### src/rtl/coin_credit_controller_pkg.sv
// Shared types and helpers for the coin credit controller: FSM states,
// default denominations and saturating arithmetic.
package coin_pkg;

  typedef enum logic [1:0] {
    IDLE   = 2'd0,
    ACCUM  = 2'd1,
    VEND   = 2'd2,
    CHANGE = 2'd3
  } state_t;

  localparam int unsigned COIN_100 = 100;
  localparam int unsigned COIN_500 = 500;

  // Wide enough that no sum of a credit and a cycle's coins can wrap.
  localparam int unsigned SUM_W = 64;

  function automatic logic [SUM_W-1:0] sat_max(input int unsigned width);
    return (SUM_W'(1) << width) - SUM_W'(1);
  endfunction

  function automatic logic add_saturates(input logic [SUM_W-1:0] a,
                                         input logic [SUM_W-1:0] b,
                                         input int unsigned      width);
    return (a + b) > sat_max(width);
  endfunction

  function automatic logic [SUM_W-1:0] sat_add(input logic [SUM_W-1:0] a,
                                               input logic [SUM_W-1:0] b,
                                               input int unsigned      width);
    return add_saturates(a, b, width) ? sat_max(width) : (a + b);
  endfunction

endpackage

### src/rtl/coin_edge_detect.sv
// Per-channel rising-edge detector for the coin sensor levels.
module coin_edge_detect #(
  parameter int unsigned WIDTH = 2
) (
  input  logic             clk,
  input  logic             reset,
  input  logic [WIDTH-1:0] level,
  output logic [WIDTH-1:0] rise
);

  logic [WIDTH-1:0] prev;

  always_ff @(posedge clk or negedge reset) begin
    if (!reset) prev <= '0;
    else        prev <= level;
  end

  assign rise = level & ~prev;

endmodule

### src/rtl/coin_credit_controller.sv
// Coin acceptor / vending controller: credits coin edges, compares against
// price, pulses vend and hands change out over a valid/ready handshake.
module coin_credit_controller
  import coin_pkg::*;
#(
  parameter int unsigned NUM_COIN_TYPES = 2,
  parameter int unsigned CREDIT_W       = 16,
  parameter int unsigned COUNT_W        = 8,
  parameter logic [NUM_COIN_TYPES-1:0][31:0] COIN_VALUES = {32'(COIN_500), 32'(COIN_100)}
) (
  input  logic                      clk,
  input  logic                      reset,
  input  logic [NUM_COIN_TYPES-1:0] coin_in,
  input  logic [CREDIT_W-1:0]       price,
  input  logic                      vend_req,
  input  logic                      cancel,
  input  logic                      change_ready,
  output logic [CREDIT_W-1:0]       credit,
  output logic                      vend,
  output logic                      change_valid,
  output logic [CREDIT_W-1:0]       change_amt,
  output logic                      coin_reject,
  output logic [COUNT_W-1:0]        total_coins,
  output logic                      overflow
);

  state_t                    state;
  logic [NUM_COIN_TYPES-1:0] rise;
  logic [SUM_W-1:0]          coin_sum;
  logic [SUM_W-1:0]          coin_cnt;
  logic [CREDIT_W-1:0]       credit_upd;
  logic [COUNT_W-1:0]        count_upd;
  logic                      credit_sat;
  logic                      coin_seen;
  logic [CREDIT_W-1:0]       price_q;

  coin_edge_detect #(
    .WIDTH (NUM_COIN_TYPES)
  ) u_edge (
    .clk   (clk),
    .reset (reset),
    .level (coin_in),
    .rise  (rise)
  );

  always_comb begin
    coin_sum = '0;
    coin_cnt = '0;
    for (int unsigned i = 0; i < NUM_COIN_TYPES; i++) begin
      if (rise[i]) begin
        coin_sum = coin_sum + SUM_W'(COIN_VALUES[i]);
        coin_cnt = coin_cnt + SUM_W'(1);
      end
    end
    credit_upd = CREDIT_W'(sat_add(SUM_W'(credit), coin_sum, CREDIT_W));
    credit_sat = add_saturates(SUM_W'(credit), coin_sum, CREDIT_W);
    count_upd  = COUNT_W'(sat_add(SUM_W'(total_coins), coin_cnt, COUNT_W));
  end

  assign coin_seen = |rise;

  always_ff @(posedge clk or negedge reset) begin
    if (!reset) begin
      state        <= IDLE;
      credit       <= '0;
      vend         <= 1'b0;
      change_valid <= 1'b0;
      change_amt   <= '0;
      coin_reject  <= 1'b0;
      total_coins  <= '0;
      overflow     <= 1'b0;
      price_q      <= '0;
    end else begin
      vend        <= 1'b0;
      coin_reject <= 1'b0;
      unique case (state)
        IDLE: begin
          if (coin_seen) begin
            credit      <= credit_upd;
            total_coins <= count_upd;
            overflow    <= overflow | credit_sat;
            state       <= ACCUM;
          end
        end
        ACCUM: begin
          // Coins of this cycle are credited before cancel / price compare.
          total_coins <= count_upd;
          overflow    <= overflow | credit_sat;
          if (cancel) begin
            change_amt   <= credit_upd;
            credit       <= '0;
            change_valid <= 1'b1;
            state        <= CHANGE;
          end else if (vend_req && (credit_upd >= price)) begin
            credit  <= credit_upd;
            price_q <= price;
            state   <= VEND;
          end else begin
            credit <= credit_upd;
          end
        end
        VEND: begin
          vend        <= 1'b1;
          coin_reject <= coin_seen;
          change_amt  <= credit - price_q;
          credit      <= '0;
          state       <= (credit != price_q) ? CHANGE : IDLE;
        end
        CHANGE: begin
          // Entered from VEND with valid low so it rises one cycle after vend.
          coin_reject <= coin_seen;
          if (change_valid && change_ready) begin
            change_valid <= 1'b0;
            change_amt   <= '0;
            state        <= IDLE;
          end else begin
            change_valid <= 1'b1;
          end
        end
      endcase
    end
  end

endmodule
### config.mk
export PLATFORM = sky130hd
export DESIGN_NAME = coin_credit_controller
export DESIGN_NICKNAME = d
export VERILOG_FILES = /design/src/rtl/coin_credit_controller_pkg.sv /design/src/rtl/coin_edge_detect.sv /design/src/rtl/coin_credit_controller.sv
export SDC_FILE = /design/constraint.sdc
export NUM_CORES = 1
export LEC_CHECK = 0
export ABC_AREA = 0
export CORE_MARGIN = 2
export CORE_UTILIZATION = 25
export CTS_BUF_LIST = sky130_fd_sc_hd__clkbuf_8
export CTS_CLUSTER_DIAMETER = 80
export DETAILED_ROUTE_END_ITERATION = 16
export PLACE_DENSITY_LB_ADDON = 0.08
export SYNTH_ARGS = -nofsm -noshare
export SYNTH_HDL_FRONTEND = slang
export SYNTH_SLANG_ARGS = --single-unit
### constraint.sdc
create_clock -name clk -period 12.4 [get_ports clk]
set_input_delay 1.86 -clock clk [delete_from_list [all_inputs] [get_ports clk]]
set_output_delay 1.86 -clock clk [all_outputs]
set_load 0.01 [all_outputs]
* Word level (Yosys, flattened, before mapping) *
Cells that the tools add are included.

word-level totals
  flip-flop bits (word level) = 64
  bits in latches = 0
  bits in writable memories = 0
  bits in read-only memories = 0
  input bits = 23
  output and inout bits = 44
  word-level logic and storage cells = 72
  memories kept = 0

cells by class
  $add $sub $neg = 5
  $mul = 0
  div/mod/pow operators = 0
  magnitude comparators = 3
  eq/ne operators = 8
  shifts and indexed selects = 0
  muxes and demuxes = 27
  bitwise operators = 4
  reduce and logical (&&, ||, !) cells = 15

operators with widths
  kind                   number
  $mux 64                2
  $pmux 16 s3            2
  $mux 16                5
  $add 16x64->64         1
  $add 64x1->64 const B  1
  $add 64x9->64 const B  1
  $add 8x64->64          1
  $gt 64x16->1 const B   1
  $gt 64x8->1 const B    1
  $ge 16x16->1           1
  $mux 8                 2
  $ne 16x16->1           1
  $pmux 8 s2             1
  $sub 16x16->16         1
  $mux 2                 5
  $reduce_and 3->1       3
  $pmux 2 s4             1
  $mux 7                 1
  $mux 1                 6
  $ne 2x2->1 const B     3
  $reduce_and 2->1       3
  $reduce_bool 3->1      2
  $eq 2x2->1 const B     2
  $pmux 1 s2             2
  10 further kinds       13

* Longest topological paths before layout *
Gate-level depths: netlist (run 1).

  depth after elaboration = 13
  mapped depth = 22
  depth with buffers taken out = 19

* Cells and area by module *
A second synthesis (run 1) with hierarchy kept.

second synthesis, totals
  cell total of the unflattened synthesis = 590
  area total of the unflattened synthesis = 5071.1 um2

modules (own cells, without submodules)
  module                  instances  cells an instance  area each (um2)  seq. area each (um2)
  coin_credit_controller  1          586                4993.5           1551.5
  coin_edge_detect        1          4                  77.6             50.0

* Least setup slack after synthesis (run 1) *
No wires, ideal clock.

  path kind = input-to-reg
  start point = input coin_in[0]
  end point = register price_q[14]
  library setup time = 0.079 ns
  data arrival time = 5.448 ns
  data required time = 12.321 ns
  setup slack = 6.872 ns
  cell stages on the path = 19
  path buffers = 2
  cell sequence = nor2b_1 inv_1 ha_1 ha_1 nand2_1 nor4_2 o211ai_2 a21boi_2 nand2_2 mux2_4 ha_1 nand4_1 nor4_1 o31ai_1 nand3b_1 and3_1 buf_2 buf_2 mux2i_1

between the ends
  longest elaborated chain between the ends = 10

ends and longest elaborated chain
  element                                RTL line                          RTL
  start, declared                        coin_credit_controller.sv:13      input logic [NUM_COIN_TYPES-1:0] coin_in,
  $and 2x2->2 (*)                        coin_edge_detect.sv:18            assign rise = level & ~prev;
  $mux 7 (*)                             coin_credit_controller.sv:50      if (rise[i]) begin
  $add 64x9->64                          coin_credit_controller.sv:51      coin_sum = coin_sum + SUM_W'(COIN_VALUES[i]);
  $mux 64 (*)                            coin_credit_controller.sv:50
  $add 16x64->64 (*)                     coin_credit_controller_pkg.sv:25  return (a + b) > sat_max(width);
  $gt 64x16->1                           coin_credit_controller_pkg.sv:25
  $mux 16 (*)                            coin_credit_controller_pkg.sv:31  return add_saturates(a, b, width) ? sat_max(width) : (a + b);
  $ge 16x16->1 (*)                       coin_credit_controller.sv:94      end else if (vend_req && (credit_upd >= price)) begin
  $logic_and 1x1->1 (*)                  coin_credit_controller.sv:94
  $reduce_and 3->1 (no source line) (*)  -
  end signal, assigned                   coin_credit_controller.sv:96      price_q <= price;
  end, declared                          coin_credit_controller.sv:35      logic [CREDIT_W-1:0] price_q;

Mark *: on every way between the ends. The rest lies on a longest branch, timed or not.
A chain may end at the register's enable or synchronous reset.

* Worst setup path in the final report (run 1) *
  start point = input coin_in[0]
  end point = register price_q[15]

The elaborated chain is that of the path after synthesis.

==> results of run 1 <==
## logic make-up (layout without fill, tap and decap cells)
logic type / Yosys count / in the layout / share of synthesized area (%)
buffers and inverters: 65 / 137 / 5.49
flip-flops: 64 / 64 / 35.2
AND/OR/NAND/NOR: 141 / 141 / 15.1
multiplexers: 23 / 23 / 5.30
XOR/XNOR: 25 / 25 / 4.97
AO/OA/AOI/OAI: 139 / 139 / 19.6
adder cells (fa/ha/maj): 52 / 52 / 14.5
## routing by layer
layer / up-vias / track usage (%)
met5: - / 0
met4: 0 / 5.32
met3: 17 / 3.11
met2: 93 / 25.4
met1: 1902 / 20.8
li1: 1922 / -
## path summary, 6_finish.rpt
path / startpoint / to / slack (ns)
max in group asynchronous: reset / u_edge.prev[0] / 10.11
hold / removal: overflow / overflow / 0.50
hold reg to reg: overflow / overflow / 0.50
min in group asynchronous: reset / change_amt[12] / 1.69
setup reg to reg: u_edge.prev[1] / price_q[15] / 7.47
setup / recovery: coin_in[0] / price_q[15] / 5.90
## worst max-delay path, stage by stage
cell             delay (ns)
clkdlybuf4s50_1        0.47
nor2b_1                0.24
ha_1                   0.35
xor2_1                 0.29
ha_1                   0.20
a21oi_1                0.07
nor4_2                 0.24
o211ai_2               0.16
a21oi_1                0.79
a21oi_1                0.10
o21ai_0                0.19
ha_1                   0.22
nand4_1                0.13
nor4_1                 0.31
o31ai_1                0.16
nand3b_1               0.12
and3_1                 0.16
buf_4                  0.30
mux2_2                 0.37
## through the flow
step	utilization (%)	hold WS [ns]
after floorplan	-	0.485
after global placement	30.5	0.489
after detailed placement	30.5	0.491
after CTS	31.6	0.510
after global routing	31.6	0.532
final	31.6	0.500
## power by group through the flow
stage	clock (mW)	combinational (mW)	sequential, mW
detailed placement	0	0.512	0.314
finish	0.193	0.510	0.308
CTS	0.201	0.517	0.310
global placement	0	0.518	0.314
floorplan	0	0.295	0.310
global route	0.208	0.565	0.316
## layout make-up
type / instances / area (sq um)
multi-input combinational: 380 / 2700
timing repair buffer: 68 / 671
inverter: 53 / 199
clock inverter: 5 / 47.5
tap: 229 / 287
fill: 1881 / 12200
sequential: 64 / 1600
clock buffer: 11 / 151
## placed cells by master, fill, tap and decap left out, types with 2 or more instances in the layout
cell	instances
clkinv_2	2
nand2_1	52
dfrtp_1	64
a211o_1	2
nor3_1	6
o31ai_1	3
nor2b_1	5
a22oi_1	6
mux2_2	5
nand2_2	2
and2_1	2
mux2i_1	17
nand3b_1	2
a31oi_1	8
a21o_1	12
ha_1	51
clkdlybuf4s50_1	65
a22o_1	2
a221o_1	4
nor2_1	27
buf_4	2
xnor2_1	15
inv_1	55
xor2_1	9
nand2b_1	6
clkbuf_8	11
o211ai_1	3
nand3_1	12
nand4_1	7
or2_2	4
and3_1	7
o21ai_0	36
a21oi_1	40
o21bai_1	6
## registers in the layout, summed over array words and instances (netlist names)
name / cells
change_amt: 16
credit: 16
price_q: 16
total_coins: 8
state: 2
u_edge.prev: 2
change_valid: 1
coin_reject: 1
overflow: 1
vend: 1
==> flow_metrics.env, run 1 <==
export IMPL_status="finished, final reports clean"
export IMPL_setup_slack_ns=5.90
export IMPL_num_vias=3934
export IMPL_cts_setup_buffers=0
export IMPL_gr_total_overflow=0
export IMPL_cts_resized=0
export IMPL_critical_path_arrival_ns=6.75
export IMPL_route_detailed_drc=0
export IMPL_dp_slack_ns=5.49
export IMPL_max_freq_ghz=0.154
export IMPL_rsz0062_at_grt="false"
export IMPL_synth_avg_cell_area_sq_um=8.95
export IMPL_crit_fanout=16
export IMPL_holdBufCountCts=0
export IMPL_diodes=0
export IMPL_stdcell_area_sq_um=5660
export IMPL_cts_buffers=9
export IMPL_rows=49
export IMPL_wl_met3_um=635
export IMPL_initial_core_util_pct=25.4
export IMPL_hpwl_mm=11.3
export IMPL_grt_usage_pct=15.6
export IMPL_cp_required_ns=12.65
export IMPL_antenna_found_initial=0
export IMPL_final_nets=651
export IMPL_reg2reg_depth=19
export IMPL_grt_pass1_vias=3973
export IMPL_criticalPathCategory="input port to flop"
export IMPL_clock_path_buffers=2
export IMPL_top_layer="met4"
export IMPL_yosysMostFrequentCell="dfrtp_1"
export IMPL_synth_top_area_cell="dfrtp_1"
export IMPL_wl_mm=14.6
export IMPL_pwr_share_clk_pct=19.1
export IMPL_die_height_um=139
export IMPL_io_pins=67
export IMPL_core_area_sq_um=17900
export IMPL_port_buffers=66
export IMPL_htree_levels=3
export IMPL_fin_crit_sh_pct=52.4
export IMPL_internal_power_uw=554
export IMPL_clk_pin_slew_ns=0.08
export IMPL_synth_edf_count=0
export IMPL_fin_cells=810
export IMPL_fin_setup_tns_ns=0
export IMPL_synthCells=509
export IMPL_viasPerCell=4.86
export IMPL_route_met2_wl_mm=6.81
export IMPL_gp_congestion=0.870
export IMPL_cp_end_kind="flop"
export IMPL_syn_to_final_growth_pct=24.3
export IMPL_grt_max_degree=65
export IMPL_wirelength_met1_mm=6.86
export IMPL_place_area_sq_um=5460
export IMPL_netlist_area_sq_um=4550
export IMPL_wire_per_inst_um=18.0
export IMPL_synth_distinct_cells=61
export IMPL_dp_cells=794
export IMPL_p_total_mw=1.01
export IMPL_irDropWorstVdd_mv=0.0865
export IMPL_netlist_top_cells_count="64 x dfrtp_1, 53 x inv_1, 52 x nand2_1"
export IMPL_slew_violations=0
export IMPL_slew_headroom_pct=21.6
export IMPL_synth_top_area_share_pct=35.2
export IMPL_fp_dieArea_sq_um=19300
export IMPL_cts_tree="done"
export IMPL_sw_frac_of_total_pct=45.2
export IMPL_die_w_um=139
export IMPL_dr_first_iter_drc_count=181
export IMPL_drive_gt1_share_pct=6.88
export IMPL_start_kind="input port"
export IMPL_ant_nets=0
export IMPL_p_comb_share_pct=50.5
export IMPL_clock_skew_ns=0.0146
export IMPL_ys_ff_latch=64
export IMPL_synth_seq_area_share_pct=35.2
export IMPL_maxCapViolCount=0
export IMPL_ys_warn_count=0
export IMPL_p_per_area_nw_per_um2=179
export IMPL_dr_pass1_iters=6
export IMPL_setup_viol=0
export IMPL_synth_nets=584
export IMPL_ys_async_sr_fraction_pct=100
export IMPL_clock_latency_ns=0.37
export IMPL_p_seq_share_pct=30.4
export IMPL_grt_pass1_wl_mm=23.0
export IMPL_netlist_top_cells_area="dfrtp_1 35%, ha_1 14%, a21oi_1 4.4%, inv_1 4.4%, nand2_1 4.3%"
export IMPL_min_path_cells=1
export IMPL_power_switching_uw=457
export IMPL_cts_root_buf="clkbuf_8"
export IMPL_min_period_ns=6.50
export IMPL_worst_slew_pin_transition_ns=1.18
export IMPL_synthFlopType="dfrtp_1"
export IMPL_leakage_nw=2.75
export IMPL_cts_sinks=64
export IMPL_min_path_type="flop to flop"
export IMPL_hold_viol=0
No activity file was read; power rests on OpenSTA's default activity.
==> run 2: changes to the inputs <==
==> constraint.sdc (replaced) <==
create_clock -name clk -period 6.2 [get_ports clk]
set_input_delay 0.93 -clock clk [delete_from_list [all_inputs] [get_ports clk]]
set_output_delay 0.93 -clock clk [all_outputs]
set_load 0.01 [all_outputs]
==> run 2 against run 1 <==
Wire length grew 2.2%. Critical path depth did not move. Sequential power increased by 99%. Combinational power increased by 110%. Non-clock buffer count rose by 5. Clock skew grew 0.0021 ns. Sequential share of layout area is 0.37 points lower. Worst hold slack lost 0.0093 ns. Largest cell class unchanged. Setup slack got worse by 5.3 ns.
==> flow_metrics.env, run 2 (synthesis gave the netlist of run 1 again) <==
export IMPL_port_buffers=66
export IMPL_grt_usage_pct=15.7
export IMPL_dr_pass1_iters=4
export IMPL_route_detailed_drc=0
export IMPL_min_path_type="flop to flop"
export IMPL_final_common_cell="clkdlybuf4s50_1"
export IMPL_cts_buffers=9
export IMPL_cts_tree="done"
export IMPL_internal_power_mw=1.18
export IMPL_r2r_end="price_q[6]"
export IMPL_cts_root_buf="clkbuf_8"
export IMPL_largestRegisters="change_amt x16, credit x16, price_q x16"
export IMPL_cp_required_ns=6.48
export IMPL_setup_slack_ns=0.631
export IMPL_dr_first_iter_drc_count=200
export IMPL_holdBufCountCts=0
export IMPL_syn_to_final_growth_pct=25.9
export IMPL_clock_latency_ns=0.37
export IMPL_die_w_um=139
export IMPL_setup_viol=0
export IMPL_cp_cell_sequence="clkdlybuf4s50_1 -> nor2b_1 -> inv_1 -> ha_1 -> ha_1 -> nand2_1 -> o21ai_0 -> o211ai_2 -> a21boi_2 -> nand2_2 -> mux2_4 -> ha_1 -> nand4_1 -> nor4_1 -> o31ai_1 -> nand3b_1 -> and3_1 -> buf_4 -> mux2i_1"
export IMPL_maxCapViolCount=0
export IMPL_gr_total_overflow=0
export IMPL_max_freq_ghz=0.180
export IMPL_slew_headroom_pct=33.1
export IMPL_critical_path_arrival_ns=5.85
export IMPL_min_period_ns=5.57
export IMPL_critPathLaunch="coin_in[0]"
export IMPL_cp_slowest_cell="and3_1"
export IMPL_crit_end="price_q[6]"
export IMPL_io_pins=67
export IMPL_gp_congestion=0.802
export IMPL_pwr_share_clk_pct=20.9
export IMPL_hold_viol=0
export IMPL_viasPerCell=4.80
export IMPL_fin_crit_sh_pct=89.8
export IMPL_dp_slack_ns=0.259
export IMPL_cts_resized=0
export IMPL_clk_pin_slew_ns=0.07
export IMPL_ant_nets=0
export IMPL_fin_setup_tns_ns=0
export IMPL_cts_sinks=64
export IMPL_antenna_found_initial=0
export IMPL_sw_frac_of_total_pct=44.3
export IMPL_rrSetupSlack_ns=1.27
export IMPL_diodes=0
export IMPL_num_vias=3908
export IMPL_dp_cells=799
export IMPL_die_height_um=139
export IMPL_rsz0062_at_grt="false"
export IMPL_core_area_sq_um=17900
export IMPL_grt_pass1_vias=3888
export IMPL_cp_common_cell="ha_1"
export IMPL_final_cell_mix="65 x clkdlybuf4s50_1, 64 x dfrtp_1, 55 x inv_1"
export IMPL_fp_dieArea_sq_um=19300
export IMPL_cp_end_kind="flop"
export IMPL_drive_gt1_share_pct=7.85
export IMPL_clock_path_buffers=2
export IMPL_cpPeakStageDelay_ns=0.51
export IMPL_power_switching_uw=936
export IMPL_leakage_nw=2.79
export IMPL_irDropWorstVdd_mv=0.168
export IMPL_r2r_start="u_edge.prev[1]"
export IMPL_p_per_area_nw_per_um2=369
export IMPL_reg2reg_depth=19
export IMPL_worst_path_buf_inv=3
export IMPL_initial_core_util_pct=25.4
export IMPL_clock_skew_ns=0.0167
export IMPL_hpwl_mm=11.5
export IMPL_crit_family="simple AND/OR/NAND/NOR gates"
export IMPL_p_seq_share_pct=28.9
export IMPL_grt_pass1_wl_mm=23.0
export IMPL_wire_per_inst_um=18.3
export IMPL_status="finished, final reports clean"
export IMPL_htree_levels=3
export IMPL_cp_depth=19
export IMPL_rows=49
export IMPL_slew_violations=0
export IMPL_grt_max_degree=65
export IMPL_final_nets=656
export IMPL_start_kind="input port"
export IMPL_worst_slew_pin_transition_ns=0.995
export IMPL_cts_setup_buffers=0
export IMPL_criticalPathCategory="input port to flop"
export IMPL_wl_mm=14.9
export IMPL_crit_fanout=8
export IMPL_fin_cells=815
export IMPL_p_comb_share_pct=50.1
-- run 2: changes by cell type in the layout (fill, tap and decap cells not counted), sizes merged --
cell | before | now
buf | 3 | 8
clkinv | 2 | 0
bufinv | 1 | 2
clkbuf | 11 | 12
-- run 2: worst min path at each step --
stage / start / end / slack [ns] / depth (start not counted)
after floorplan: price_q[0] / price_q[0] / 0.48 / 1
after global placement: change_amt[1] / change_amt[1] / 0.48 / 2
after detailed placement: overflow / overflow / 0.48 / 1
after CTS: change_amt[1] / change_amt[1] / 0.50 / 2
after global routing: change_amt[1] / change_amt[1] / 0.52 / 2
final: overflow / overflow / 0.49 / 1
-- run 2: layout make-up --
| class | instances | area, sq um |
|---|---|---|
| sequential | 64 | 1600 |
| timing repair buffer | 73 | 708 |
| inverter | 53 | 199 |
| fill | 1881 | 12200 |
| clock inverter | 4 | 67.6 |
| clock buffer | 12 | 165 |
| tap | 229 | 287 |
| multi-input combinational | 380 | 2710 |
-- run 2: stage by stage --
stage / util (%) / hold slack, ns / area, sq um / power (mW)
after floorplan: - / 0.485 / 4550 / 1.21
after global placement: 30.7 / 0.483 / 5500 / 1.70
after detailed placement: 30.7 / 0.483 / 5500 / 1.69
after CTS: 32.0 / 0.503 / 5730 / 2.15
after global routing: 32.0 / 0.523 / 5730 / 2.27
final: 32.0 / 0.490 / 5730 / 2.11
-- run 2: power groups by stage --
stage | combinational [mW] | sequential, mW | clock [mW]
6_report | 1.06 | 0.612 | 0.443
5_1_grt | 1.17 | 0.627 | 0.475
3_3_place_gp | 1.08 | 0.623 | 0
4_1_cts | 1.08 | 0.615 | 0.454
2_1_floorplan | 0.590 | 0.619 | 0
3_5_place_dp | 1.07 | 0.623 | 0
-- run 2: per-layer routing --
layer	track usage, %	vias up	routed length, um
met5	0	-	0
met4	6.27	0	352
met3	2.31	18	526
met2	24.7	106	6730
met1	21.8	1848	7310
li1	-	1936	-
